[src/rtl/aes_pkg.sv]
// Shared types for the block datapath: a block is sixteen bytes, byte [0]
// being the first one assembled and the first one sent.
package aes_pkg;

  localparam int BLOCK_BYTES = 16;

  typedef logic [BLOCK_BYTES-1:0][7:0] block_t;

  typedef enum logic {
    IDLE = 1'b0,
    SEND = 1'b1
  } serializer_state_t;

endpackage

[src/rtl/block_fifo.sv]
// Small block FIFO. A write while full is still accepted when a read happens
// in the same cycle, because the read frees the slot the write lands in.
module block_fifo
  import aes_pkg::*;
#(
  parameter int DEPTH = 2
) (
  input  logic                     clk_in,
  input  logic                     rst_in,
  input  logic                     wr_en,
  input  block_t                   wr_data,
  input  logic                     rd_en,
  output block_t                   rd_data,
  output logic [$clog2(DEPTH):0]   count,
  output logic                     full,
  output logic                     empty
);

  localparam int PW = $clog2(DEPTH);
  localparam int CW = PW + 1;

  block_t          mem [DEPTH];
  logic [PW-1:0]   wr_ptr;
  logic [PW-1:0]   rd_ptr;
  logic            do_wr;
  logic            do_rd;

  // Flags and effective read/write qualification
  always_comb begin
    full    = (count == CW'(DEPTH));
    empty   = (count == '0);
    do_rd   = rd_en & ~empty;
    do_wr   = wr_en & (~full | do_rd);
    rd_data = mem[rd_ptr];
  end

  // Pointer and occupancy tracking; pointers wrap naturally at DEPTH
  always_ff @(posedge clk_in) begin
    if (rst_in) begin
      wr_ptr <= '0;
      rd_ptr <= '0;
      count  <= '0;
    end else begin
      if (do_wr) wr_ptr <= wr_ptr + 1'b1;
      if (do_rd) rd_ptr <= rd_ptr + 1'b1;
      case ({do_wr, do_rd})
        2'b10:   count <= count + 1'b1;
        2'b01:   count <= count - 1'b1;
        default: count <= count;
      endcase
    end
  end

  // Storage array; contents need no reset since pointers gate visibility
  always_ff @(posedge clk_in) begin
    if (do_wr) mem[wr_ptr] <= wr_data;
  end

endmodule

[src/rtl/block_serializer.sv]
// Serializes 128-bit blocks into a valid/ready byte stream, byte [0] first.
//
//   state | meaning
//   ------+-----------------------------------------------------------
//   IDLE  | no block in flight; pops the FIFO head into hold if present
//   SEND  | presenting hold[idx]; advances on each accepted byte
module block_serializer
  import aes_pkg::*;
#(
  parameter int DEPTH = 2
) (
  input  logic        clk_in,
  input  logic        rst_in,
  input  block_t      block_in,
  input  logic        valid_in,
  output logic [7:0]  byte_out,
  output logic        byte_valid_out,
  input  logic        byte_ready_in,
  output logic        block_done_out,
  output logic        overflow_out,
  output logic        busy_out
);

  serializer_state_t        state;
  serializer_state_t        state_next;
  block_t                   hold;
  logic [3:0]               idx;
  block_t                   fifo_rd_data;
  logic [$clog2(DEPTH):0]   fifo_count;
  logic                     fifo_full;
  logic                     fifo_empty;
  logic                     pop;
  logic                     hs;
  logic                     last_hs;
  logic                     drop;

  block_fifo #(.DEPTH(DEPTH)) u_fifo (
    .clk_in  (clk_in),
    .rst_in  (rst_in),
    .wr_en   (valid_in),
    .wr_data (block_in),
    .rd_en   (pop),
    .rd_data (fifo_rd_data),
    .count   (fifo_count),
    .full    (fifo_full),
    .empty   (fifo_empty)
  );

  // Next-state, handshake and output decode
  always_comb begin
    state_next     = state;
    pop            = 1'b0;
    hs             = 1'b0;
    last_hs        = 1'b0;
    byte_valid_out = 1'b0;
    byte_out       = 8'h00;
    case (state)
      IDLE: begin
        if (!fifo_empty) begin
          pop        = 1'b1;
          state_next = SEND;
        end
      end
      SEND: begin
        byte_valid_out = 1'b1;
        byte_out       = hold[idx];
        hs             = byte_ready_in;
        last_hs        = hs && (idx == 4'(BLOCK_BYTES - 1));
        if (last_hs) state_next = IDLE;
      end
      default: state_next = IDLE;
    endcase
    // A pop this cycle frees a slot, so only a full FIFO without a pop drops
    drop = valid_in & fifo_full & ~pop;
  end

  // State, holding register, byte index and status flags
  always_ff @(posedge clk_in) begin
    if (rst_in) begin
      state          <= IDLE;
      hold           <= '0;
      idx            <= '0;
      block_done_out <= 1'b0;
      overflow_out   <= 1'b0;
      busy_out       <= 1'b0;
    end else begin
      state <= state_next;
      if (pop) begin
        hold <= fifo_rd_data;
        idx  <= '0;
      end else if (hs) begin
        idx <= idx + 4'd1;
      end
      block_done_out <= last_hs;
      if (drop) overflow_out <= 1'b1;
      busy_out <= (fifo_count != '0) || (state != IDLE);
    end
  end

endmodule
[config.mk]
export PLATFORM = sky130hd
export DESIGN_NAME = block_serializer
export DESIGN_NICKNAME = d
export VERILOG_FILES = /design/src/rtl/aes_pkg.sv /design/src/rtl/block_fifo.sv /design/src/rtl/block_serializer.sv
export SDC_FILE = /design/constraint.sdc
export NUM_CORES = 1
export LEC_CHECK = 0
export CAP_MARGIN = 20
export CORE_UTILIZATION = 40
export DETAILED_ROUTE_END_ITERATION = 10
export PLACE_DENSITY = 0.65
export SETUP_SLACK_MARGIN = 0.15
export SYNTH_ARGS = -nofsm -noshare
export SYNTH_HDL_FRONTEND = slang
export SYNTH_SLANG_ARGS = --single-unit
[constraint.sdc]
create_clock -name clk_in -period 17.1 [get_ports clk_in]
set_clock_uncertainty 0.05 [all_clocks]
set_input_delay 3.42 -clock clk_in [delete_from_list [all_inputs] [get_ports clk_in]]
set_output_delay 3.42 -clock clk_in [all_outputs]
set_load 0.01 [all_outputs]
==> metrics <==
commonest non-fill, non-tap cell in the layout=edfxtp_1; Post-Route M1 WL=14,200 microns; starting density of the core=40.6%; RSZ-0062 raised after global routing=false; Clock Path Buffers=3; via count=8,144; nature of the critical path endpoint=output port; worst setup path start=idx[0]$_SDFFE_PP0P_; grt ovf=0; final setup vio count=0; Worst-path clk slew=0.06 ns; Rows=70; postcts setup bufs=0; number of global-route vias before repair=8,035; CTS tree=built; Data required, critical path=13.63 ns; Cell variety after synth=33; Initial DRT Pass Iterations=6; FMAX=151 MHz; clk sinks=396; VDD IR max=86.7 uV; Worst path max stage delay=0.99 ns; max_cap viols=0; Vias/cell=5.18; initial antenna violation count=2; length of routed met3 wiring=1710 microns; met2 wire len=14,600 microns; worst path buffer plus inverter count=1; CTS Buf Count=39; dpl hpwl=20,800 microns; Core Footprint=0.0365 sq mm; Pwr Density=170 mW/mm^2; crit start category=register; antenna-violating nets left=0; R2R Setup Slk=13.61 ns; share of post-route cells with drive strength above 1=8.63%; outcome=complete, no violations; Top FF cell, synth=edfxtp_1; clk_lat worst skew=0.51 ns; TNS Setup=0 ns; CP endpoint=byte_out[3]; port bufs=143; r2r endpoint=hold[6]$_SDFFE_PP0P_; # IOs=144; Layout area overhead=20.1%; EDFF count, synth=256; overall routing resource usage=16.4%; Fin. Hold Viols=0; Seq/Total Area, Yosys=70.7%; CTS resizes=0; placed cells=1,498; YS warnings=0; DIE WIDTH=195 microns; CP max stage cell=dfxtp_2; worst r2r src=state$_SDFF_PP0_; crit-path cells=mux4_1 -> a22oi_1 -> o21ai_1 -> clkdlybuf4s50_1; first-pass GRT wire length=47,400 microns; fin crit share=38.8%; dpl cell area=0.0165 sq mm; Design Power=3.03 mW; Final GP Congestion=0.832; syn avg cell area=15.6 sq um; fin crit period=6.64 ns; flop and latch count out of synthesis=396; root buffer cell=clkbuf_16; final worst setup slack=10.46 ns; die area=0.0379 sq mm; crit path DAT=3.17 ns; final wirelength=31,300 microns; worst-path maximum fanout=34; Worst path depth=4; initial DRC count=584; commonest cells after routing, fill and taps aside=edfxtp_1 (256), clkdlybuf4s50_1 (142), dfxtp_1 (138); WL per Instance=19.9 microns; top routing layer used=met4; Final #Nets=1,206; design area=0.0178 sq mm; Die H=195 microns; Remaining DRCs=0; largest net degree at the start of global routing=107; syn_nets=1,083; reg2reg path depth=5; Mapped Area=0.0148 sq mm; worst hold-check path type=register to register; Relative slew margins=28.8%; Mapped Cells=949; cell family with the largest share of critical-path delay=flip-flops; depth of the CTS H-tree=2; Async SR Flop Fraction=0%; CP Class=register to output port; DP Worst Slack=10.85 ns; Pins Over Slew Limit=0; post-route insts no fill=1,571; Leakage=5.84 nW; cts hold-fix bufs=0; Worst-Margin Slew=1.07 ns
-- cells in the mapped netlist (2+ instances only) --
cell | instances | area (sq um)
edfxtp_1 | 256 | 7690
buf_6 | 9 | 101
buf_4 | 6 | 45.0
clkbuf_1 | 16 | 60.1
mux4_1 | 11 | 289
nand2_1 | 5 | 18.8
dfxtp_1 | 140 | 2800
nand3_1 | 3 | 15.0
nor3_1 | 5 | 25.0
or3_1 | 2 | 12.5
a211oi_1 | 129 | 968
ha_1 | 2 | 25.0
buf_1 | 2 | 7.51
o21ai_0 | 2 | 10.0
xor2_1 | 3 | 26.3
buf_2 | 35 | 175
xnor2_1 | 2 | 17.5
a22oi_1 | 8 | 60.1
a21oi_1 | 3 | 15.0
o21ai_1 | 8 | 40.0
inv_1 | 3 | 11.3
mux4_2 | 21 | 473
mux2i_1 | 137 | 1370
nor2_1 | 132 | 495
-- per-stage QoR --
step | hold slack (ns) | utilization (%)
after floorplan | 0.420 | -
after global placement | 0.405 | 45.2
after detailed placement | 0.391 | 45.2
after CTS | 0.407 | 48.7
after global routing | 0.426 | 48.8
final | 0.410 | 48.8
-- power by group --
group	switching [mW]	internal, mW
combinational	0.414	0.350
clock	0.337	0.495
sequential	0.181	1.25
total	0.932	2.10
-- tightest hold or removal path, stage by stage (launching register included) --
cell	delay, ns
dfxtp_1	0.31
inv_1	0.05
a21oi_1	0.05
-- cells by family (layout without fill, tap and decap cells) --
family	Yosys count	after routing	synth area share, %
flip-flops	396	396	70.7
multiplexers	169	169	14.4
AO/OA/AOI/OAI	153	153	7.54
AND/OR/NAND/NOR	151	151	4.07
buffers and inverters	73	225	2.88
XOR/XNOR	5	5	0.295
adder cells (fa/ha/maj)	2	2	0.169
other	0	2	0
-- worst min-delay path by stage --
| stage | slack (ns) | cells after the start | to | start |
|---|---|---|---|---|
| 2_1_floorplan | 0.42 | 2 | overflow_out$_SDFFE_PP0P_ | overflow_out$_SDFFE_PP0P_ |
| 3_3_place_gp | 0.41 | 2 | overflow_out$_SDFFE_PP0P_ | overflow_out$_SDFFE_PP0P_ |
| 3_5_place_dp | 0.39 | 2 | overflow_out$_SDFFE_PP0P_ | overflow_out$_SDFFE_PP0P_ |
| 4_1_cts | 0.41 | 2 | overflow_out$_SDFFE_PP0P_ | overflow_out$_SDFFE_PP0P_ |
| 5_1_grt | 0.43 | 2 | overflow_out$_SDFFE_PP0P_ | overflow_out$_SDFFE_PP0P_ |
| 6_report | 0.41 | 2 | overflow_out$_SDFFE_PP0P_ | overflow_out$_SDFFE_PP0P_ |
-- routing by layer --
metal	vias up	global-route usage, %
li1	3927	-
met4	0	5.06
met2	194	26.1
met1	3967	22.8
met3	56	3.23
met5	-	0
-- area by class of cell --
class,count,area [sq um]
antenna,2,5.00
clock buffer,59,1180
clock inverter,11,90.1
fill,2954,18700
inverter,3,16.3
multi-input combinational,480,3940
sequential,396,10500
tap,468,586
timing repair buffer,152,1500
-- registers in the layout, indices dropped and copies added, names as in the netlist --
| signal | cells |
|---|---|
| u_fifo.mem | 256 |
| u_fifo.rd_ptr | 1 |
| busy_out | 1 |
| hold | 128 |
| overflow_out | 1 |
| u_fifo.wr_ptr | 1 |
| u_fifo.count | 2 |
| state | 1 |
| block_done_out | 1 |
| idx | 4 |
Note: power is estimated with default switching activity, not from simulation.
